<file path="src/rtl/serial_pkg.sv">
// ============================================================================
// serial_pkg : shared UART constants and FSM state encoding (rx and tx paths)
// Revision   : 1.0
// ============================================================================
`default_nettype none

package serial_pkg;

    localparam int UART_DATA_BITS = 8;

    localparam logic [2:0] ST_IDLE  = 3'd0;
    localparam logic [2:0] ST_START = 3'd1;
    localparam logic [2:0] ST_DATA  = 3'd2;
    localparam logic [2:0] ST_STOP  = 3'd3;
    localparam logic [2:0] ST_BREAK = 3'd4;

endpackage

`default_nettype wire

</file>
<file path="src/rtl/sync_2ff.sv">
// ============================================================================
// sync_2ff : two-flop synchroniser for asynchronous pins, resets to idle-high
// Revision : 1.0
// ============================================================================
`default_nettype none

module sync_2ff #(
    parameter int   WIDTH     = 1,
    parameter logic RESET_VAL = 1'b1
) (
    input  logic             clk,
    input  logic             rst,
    input  logic [WIDTH-1:0] i_d,
    output logic [WIDTH-1:0] o_q
);

    logic [WIDTH-1:0] r_meta;
    logic [WIDTH-1:0] r_sync;

    always_ff @(posedge clk or posedge rst) begin
        if (rst) begin
            r_meta <= {WIDTH{RESET_VAL}};
            r_sync <= {WIDTH{RESET_VAL}};
        end else begin
            r_meta <= i_d;
            r_sync <= r_meta;
        end
    end

    assign o_q = r_sync;

endmodule

`default_nettype wire

</file>
<file path="src/rtl/serial_rx.sv">
// ============================================================================
// serial_rx : 8N1 UART receiver with valid/ready byte output and error pulses
// Revision  : 1.0
// ============================================================================
`default_nettype none

module serial_rx
    import serial_pkg::*;
#(
    parameter int CLKS_PER_BIT = 434
) (
    input  logic       clk0,
    input  logic       reset,
    input  logic       serial_in,
    output logic [7:0] rx_data,
    output logic       rx_valid,
    input  logic       rx_ready,
    output logic       frame_err,
    output logic       overrun,
    output logic       busy
);

    localparam int HALF_BIT = CLKS_PER_BIT / 2;
    localparam int CNT_W    = $clog2(CLKS_PER_BIT);

    localparam logic [CNT_W-1:0] c_BIT_LAST  = CNT_W'(CLKS_PER_BIT - 1);
    localparam logic [CNT_W-1:0] c_HALF_LAST = CNT_W'(HALF_BIT - 1);
    localparam logic [2:0]       c_IDX_LAST  = 3'(UART_DATA_BITS - 1);

    logic                      w_rx_s;
    logic [2:0]                r_state;
    logic [CNT_W-1:0]          r_cnt;
    logic [2:0]                r_bit_idx;
    logic [UART_DATA_BITS-1:0] r_shift;

    logic w_bit_end;
    logic w_half_end;
    logic w_stop_done;
    logic w_deliver;
    logic w_room;

    sync_2ff #(
        .WIDTH     (1),
        .RESET_VAL (1'b1)
    ) u_sync (
        .clk (clk0),
        .rst (reset),
        .i_d (serial_in),
        .o_q (w_rx_s)
    );

    assign w_bit_end   = (r_cnt == c_BIT_LAST);
    assign w_half_end  = (r_cnt == c_HALF_LAST);
    assign w_stop_done = (r_state == ST_STOP) && w_bit_end;
    assign w_deliver   = w_stop_done && w_rx_s;
    // Holding register is free if empty or being drained on this same edge
    assign w_room      = !rx_valid || rx_ready;
    assign busy        = (r_state != ST_IDLE);

    always_ff @(posedge clk0 or posedge reset) begin
        if (reset) begin
            r_state   <= ST_IDLE;
            r_cnt     <= '0;
            r_bit_idx <= 3'd0;
            r_shift   <= '0;
        end else begin
            case (r_state)
                ST_IDLE: begin
                    r_cnt <= '0;
                    if (!w_rx_s) begin
                        r_state <= ST_START;
                    end
                end
                ST_START: begin
                    if (w_half_end) begin
                        r_cnt <= '0;
                        if (!w_rx_s) begin
                            r_state   <= ST_DATA;
                            r_bit_idx <= 3'd0;
                        end else begin
                            r_state <= ST_IDLE;
                        end
                    end else begin
                        r_cnt <= r_cnt + 1'b1;
                    end
                end
                ST_DATA: begin
                    if (w_bit_end) begin
                        r_cnt     <= '0;
                        r_shift   <= {w_rx_s, r_shift[UART_DATA_BITS-1:1]};
                        r_bit_idx <= r_bit_idx + 3'd1;
                        if (r_bit_idx == c_IDX_LAST) begin
                            r_state <= ST_STOP;
                        end
                    end else begin
                        r_cnt <= r_cnt + 1'b1;
                    end
                end
                ST_STOP: begin
                    if (w_bit_end) begin
                        r_cnt   <= '0;
                        r_state <= w_rx_s ? ST_IDLE : ST_BREAK;
                    end else begin
                        r_cnt <= r_cnt + 1'b1;
                    end
                end
                ST_BREAK: begin
                    // A held-low line parks here so it cannot re-trigger START
                    r_cnt <= '0;
                    if (w_rx_s) begin
                        r_state <= ST_IDLE;
                    end
                end
                default: begin
                    r_state <= ST_IDLE;
                    r_cnt   <= '0;
                end
            endcase
        end
    end

    always_ff @(posedge clk0 or posedge reset) begin
        if (reset) begin
            rx_data   <= 8'h00;
            rx_valid  <= 1'b0;
            frame_err <= 1'b0;
            overrun   <= 1'b0;
        end else begin
            frame_err <= w_stop_done && !w_rx_s;
            overrun   <= w_deliver && !w_room;
            if (w_deliver && w_room) begin
                rx_data  <= r_shift;
                rx_valid <= 1'b1;
            end else if (rx_valid && rx_ready) begin
                rx_valid <= 1'b0;
            end
        end
    end

endmodule

`default_nettype wire

</file>
<file path="config.mk">
export PLATFORM = sky130hd
export DESIGN_NAME = serial_rx
export DESIGN_NICKNAME = d
export VERILOG_FILES = /design/src/rtl/serial_pkg.sv /design/src/rtl/sync_2ff.sv /design/src/rtl/serial_rx.sv
export SDC_FILE = /design/constraint.sdc
export NUM_CORES = 1
export LEC_CHECK = 0
export CAP_MARGIN = 30
export CORE_AREA = 2 2 84 46
export DETAILED_ROUTE_END_ITERATION = 12
export DIE_AREA = 0 0 86 48
export PLACE_DENSITY = 0.73
export SLEW_MARGIN = 20
export SYNTH_ARGS = -nofsm -noshare
export SYNTH_HDL_FRONTEND = slang
export SYNTH_SLANG_ARGS = --single-unit
</file>
<file path="constraint.sdc">
create_clock -name clk0 -period 1.91 [get_ports clk0]
set_clock_uncertainty 0.05 [all_clocks]
set_input_delay 0.2865 -clock clk0 [delete_from_list [all_inputs] [get_ports clk0]]
set_output_delay 0.2865 -clock clk0 [all_outputs]
set_load 0.03 [all_outputs]
</file>
== Word-level counts from Yosys, hierarchy flattened ==
Cells that the tools add are included.
Word-level totals
  bits in registers: 36
  bits of input ports: 4
  output and inout port bits: 12
  word-level logic and storage cells: 62
Operators by class
  $add $sub $neg: 2
  eq/ne operators: 14
  multiplexer cells: 18
  reduce and logical (&&, ||, !) cells: 18
Operators by type and width (count)
  two-way mux 3 bit: 10
  two-way mux 9 bit: 2
  one-hot mux 9 bit (2 select lines): 1
  one-hot mux 3 bit (5 select lines): 1
  inequality test 2 bit, second input constant: 6
  adder 9 x 1 -> 9 bit, second input constant: 1
  equality test 9 x 8 -> 1 bit, second input constant: 1
  equality test 9 bit, second input constant: 1
  equality test 3 x 2 -> 1 bit, second input constant: 2
  equality test 3 bit, second input constant: 2
  logical AND 1 bit: 6
  one-hot mux 3 bit (2 select lines): 1
  AND reduction 6 bit: 1
  AND reduction 4 bit: 1
  nonzero test 2 bit: 2
  adder 3 x 1 -> 3 bit, second input constant: 1
  equality test 3 x 1 -> 1 bit, second input constant: 1
  logical NOT 1 bit: 3
  logical NOT 3 bit: 1
  nonzero test 3 bit: 1
  two-way mux 1 bit: 2
  two-way mux 2 bit: 1
  inequality test 2 x 1 -> 1 bit, second input constant: 1
  AND reduction 2 bit: 1
  2 further kinds: 2

== Logic depth before layout (Yosys ltp) ==
  word-level depth: 5
  gate-level depth with buffers: 6
  mapped depth without buffers: 6

== Hierarchy ==
Synthesis repeated with hierarchy kept, for this count alone.
Second synthesis, totals
  cell total of the unflattened synthesis: 144
  area, all modules: 1625.3 µm²
By module, submodules not included
  serial_rx: instances 1, cells an instance 141, area an instance 1569.0 µm², seq. area each 850.8 µm²
  sync_2ff: instances 1, cells an instance 3, area an instance 56.3 µm², seq. area each 52.6 µm²

== Worst setup path after synthesis ==
Ideal clock, no wire load.
  path type: reg-to-reg
  from: register r_cnt[0]
  to: register r_state[0]
  setup time: 0.125 ns
  data arrival time: 1.658 ns
  data required time: 1.735 ns
  slack: 0.078 ns
  cell stages (with the launch flop): 7
  path buffers: 0
  clock period less this slack: 1.832 ns
  cell sequence: dfrtp_1 -> inv_1 -> ha_1 -> nor4bb_1 -> a21oi_2 -> a21oi_2 -> mux2_2
Between the ends
  word-level cells in the longest chain between the ends: 3
  elaborated cells between the ends (all ways): 6
  classes of those cells: 5 x eq/ne; 1 x reduce/logical
RTL lines
  start: declaration: RTL line serial_rx.sv:32  | logic [CNT_W-1:0] r_cnt;
  start signal: assignment: RTL line serial_rx.sv:84  | r_cnt <= r_cnt + 1'b1;
  start signal: assignment: RTL line serial_rx.sv:96  | r_cnt <= r_cnt + 1'b1;
  start signal: assignment: RTL line serial_rx.sv:104  | r_cnt <= r_cnt + 1'b1;
  equality test 9 x 8 -> 1 bit or equality test 9 bit (tied branches): RTL line serial_rx.sv:53, serial_rx.sv:52
  inequality test 2 bit (no source line)
  AND reduction 6 bit (no source line) *
  end signal: assignment: RTL line serial_rx.sv:102  | r_state <= w_rx_s ? ST_IDLE : ST_BREAK;
  end: declaration: RTL line serial_rx.sv:31  | logic [2:0] r_state;
Mark *: on every way between the ends. The rest lies on a longest branch, timed or not.
A chain may end at the register's enable or synchronous reset.

== Worst setup path in the final report ==
  from: register r_cnt[1]
  to: register rx_data[7]
Between the ends
  word-level cells in the longest chain between the ends: 4
RTL lines
  equality test 9 bit: RTL line serial_rx.sv:52  | assign w_bit_end = (r_cnt == c_BIT_LAST);
  logical AND 1 bit: RTL line serial_rx.sv:54  | assign w_stop_done = (r_state == ST_STOP) && w_bit_end;
  logical AND 1 bit: RTL line serial_rx.sv:55  | assign w_deliver = w_stop_done && w_rx_s;
  logical AND 1 bit: RTL line serial_rx.sv:131  | if (w_deliver && w_room) begin
  end signal: assignment: RTL line serial_rx.sv:132  | rx_data <= r_shift;
  end: declaration: RTL line serial_rx.sv:15  | output logic [7:0] rx_data,
Every way passes these cells.

==> key figures <==
Detailed routing
  – DRC: 0
  – Detailed Route Iter0 Violations: 55
  – Vias: 1021
  – Via density: 5.21
  – 1st-pass router iterations: 4
  – WL per Instance: 14.5 µm
  – Routed WL: 2.85 mm
  – Final ANT Viol Nets: 0

STA
  – Period minus WS final: 1.82 ns
  – Slew Viols, Final: 0
  – Pin slew with the least headroom to its limit: 0.450 ns
  – Max_slew headroom: 70.0%
  – Endpoints failing setup: 0
  – Unrepaired setup endpoints after global routing: false
  – TNS Setup: 0 ns
  – Final worst-path cycle share: 95.3%
  – Final hold violation count: 0
  – Worst setup margin: 0.0902 ns
  – F_max: 550 MHz

Worst hold path
  – Worst hold path class: flip-flop to flip-flop

Logic synthesis
  – Synth Net Count: 133
  – Sequential-to-total area share from yosys stat: 55.8%
  – Post-synth EDFFs: 0
  – Synth warn: 0
  – Area leader, netlist: dfrtp_1
  – Cell variety after synth: 34
  – Syn Inst Count: 124
  – Top-area cell type share of the netlist area: 52.6%
  – Syn avg cell area: 13.0 µm²
  – Synth Register Bits: 36
  – Dominant synthesized flop cell: dfrtp_1
  – Post-synth ARST share: 100%
  – Syn Std Cell Area: 1620 µm²
  – Top cells by area, synth: dfrtp_1 53%, mux2_4 8.4%, mux2_2 6.3%, ha_1 3.9%, nor2_1 3.7%

Worst setup path
  – Worst r2r src: r_cnt[1]
  – Crit path capture type: flip-flop
  – Critical-path cell list: inv_1 -> ha_1 -> and4bb_2 -> and4_1 -> buf_12 -> mux2_4
  – RR Endpoint: rx_data[7]
  – R2R Setup Slk: 0.09 ns
  – WP buf/inv: 2
  – Worst setup SP type: flip-flop
  – Worst EP required: 2.03 ns
  – Crit path from: r_cnt[1]
  – Crit path max fanout: 8
  – Delay-heaviest family, CP: simple AND/OR/NAND/NOR gates
  – Setup CP Type: flip-flop to flip-flop
  – Worst r2r path cells: 6
  – Crit. path cell count: 6
  – Critical Path Slowest Stage Cell: dfrtp_1
  – Setup crit end: rx_data[7]
  – Slowest stage delay, CP: 0.41 ns
  – WP data arrival: 1.94 ns

Global route
  – Pin count of the biggest net entering global routing: 37
  – Vias in the first global route: 988
  – First-pass GRT wire length: 4.75 mm
  – Gr usage total: 16.1%
  – Total congestion overflow: 0
  – Antenna violations before repair: 0

Final layout
  – N_diodes: 0
  – Layout area overhead: 21.5%
  – Fillers: 263
  – Most common cell after layout, fill and taps aside: dfrtp_1
  – # nets final: 162
  – Area of the multi-input gates: 673 µm²
  – Commonest cells after routing, fill and taps aside: 34 x dfrtp_1, 16 x nor2_1, 14 x clkdlybuf4s50_1
  – Fraction of layout cells with a size suffix above 1: 29.2%
  – Flip-flop and latch area: 903 µm²

Run status
  – Status: complete, no violations

Placed design
  – I/O Buffers: 15
  – Dpl hpwl: 2.07 mm
  – Dpl ws: 0.0868 ns
  – GPL Wtd Cong: 0.862

Power and ir drop
  – Maximum vdd drop: 359 µV
  – Leak: 0.963 nW
  – Pwr Density: 678 nW/µm²

Floorplanning
  – Die height: 48 µm
  – IO Pins: 16
  – Die ar.: 4130 µm²
  – Die X: 86 µm
  – Std cell rows: 15
  – Starting Density: 48.7%
  – CORE AREA: 3320 µm²

Clocking
  – Htree depth: 2
  – CTS root buf: clkbuf_8
  – Clk buf depth: 2
  – Postcts setup bufs: 0
  – Clock Pin Slew Worst Setup and Hold Paths: 0.07 ns
  – Hold buffer count at cts: 0
  – CTS resizes: 1
  – Num CTS Buffers: 5
  – Worst skew pair latency: 0.28 ns
  – CTS tree: yes
  – Total clock sinks: 36

Run
  – Max-cap violations: 0
-- synth_stat cells (2+ instances only) --
| master | number |
|---|---|
| nand4_1 | 2 |
| nor2_1 | 16 |
| a21oi_2 | 2 |
| nor3_1 | 2 |
| dfrtp_1 | 34 |
| nand2_1 | 4 |
| a22o_2 | 2 |
| inv_1 | 5 |
| dfstp_2 | 2 |
| mux2_2 | 9 |
| ha_1 | 5 |
| buf_6 | 2 |
| and3_1 | 2 |
| and4b_1 | 2 |
| mux2_4 | 9 |
| nand3_1 | 3 |
| xnor2_1 | 6 |
-- metrics by stage --
step	cells	util, %	hold WS (ns)	power [mW]	instance area, µm²
global placement	188	56.5	0.303	0.807	1880
global route	196	59.2	0.320	1.39	1970
floorplan	124	-	0.241	0.795	1620
detailed placement	188	56.5	0.298	0.808	1880
finish	196	59.2	0.307	1.33	1970
CTS	196	59.3	0.309	1.35	1970
-- worst register-to-register path, delay by kind of cell, from the launching register on --
family | cells | cell delay [ns]
flops | 1 | 0.41
buf+inv | 2 | 0.24
simple gates | 2 | 0.53
mux | 1 | 0.30
fa+ha+maj | 1 | 0.17
-- where the power goes --
group / switching (mW) / internal [mW] / total, mW
registers: 0.00236 / 0.766 / 0.769
clock network: 0.252 / 0.287 / 0.539
logic: 0.0161 / 0.00801 / 0.0241
-- layout make-up --
type	count	area share (%)
flip-flops and latches	36	46.0
multi-input cells	81	34.2
repair buffers	24	11.5
clock buffers	6	4.20
well taps	42	2.67
inverters	5	0.955
clock inverters	2	0.509
-- kinds of logic (layout without fill, tap and decap cells) --
logic type | Yosys count | in the layout | synth area share, %
multiplexers | 18 | 18 | 14.6
AND/OR/NAND/NOR | 43 | 43 | 15.2
flip-flops | 36 | 36 | 55.8
XOR/XNOR | 7 | 7 | 3.79
AO/OA/AOI/OAI | 8 | 8 | 4.18
buffers and inverters | 7 | 37 | 2.55
adder cells (fa/ha/maj) | 5 | 5 | 3.87
-- registers in the layout, summed over array words and instances (netlist names), 3 cells and up --
signal and count:
r_bit_idx 3, r_cnt 9, r_shift 8, r_state 3
rx_data 8
-- worst min-delay path by stage --
| stage | startpoint | endpoint | slack (ns) | cells past startpoint |
|---|---|---|---|---|
| after floorplan | serial_in | u_sync.r_meta | 0.24 | 0 |
| after global placement | u_sync.r_meta | u_sync.o_q | 0.30 | 0 |
| after detailed placement | u_sync.r_meta | u_sync.o_q | 0.30 | 0 |
| after CTS | u_sync.r_meta | u_sync.o_q | 0.31 | 0 |
| after global routing | u_sync.r_meta | u_sync.o_q | 0.32 | 0 |
| final | u_sync.r_meta | u_sync.o_q | 0.31 | 0 |
-- metal layers --
| metal | vias to the layer above | global-route usage (%) | routed length (µm) |
|---|---|---|---|
| li1 | 491 | - | - |
| met1 | 498 | 22.5 | 1500 |
| met2 | 26 | 22.8 | 1180 |
| met3 | 6 | 5.17 | 139 |
| met4 | 0 | 8.57 | 36 |
| met5 | - | 0 | 0 |
Note: power is estimated with default switching activity, not from simulation.
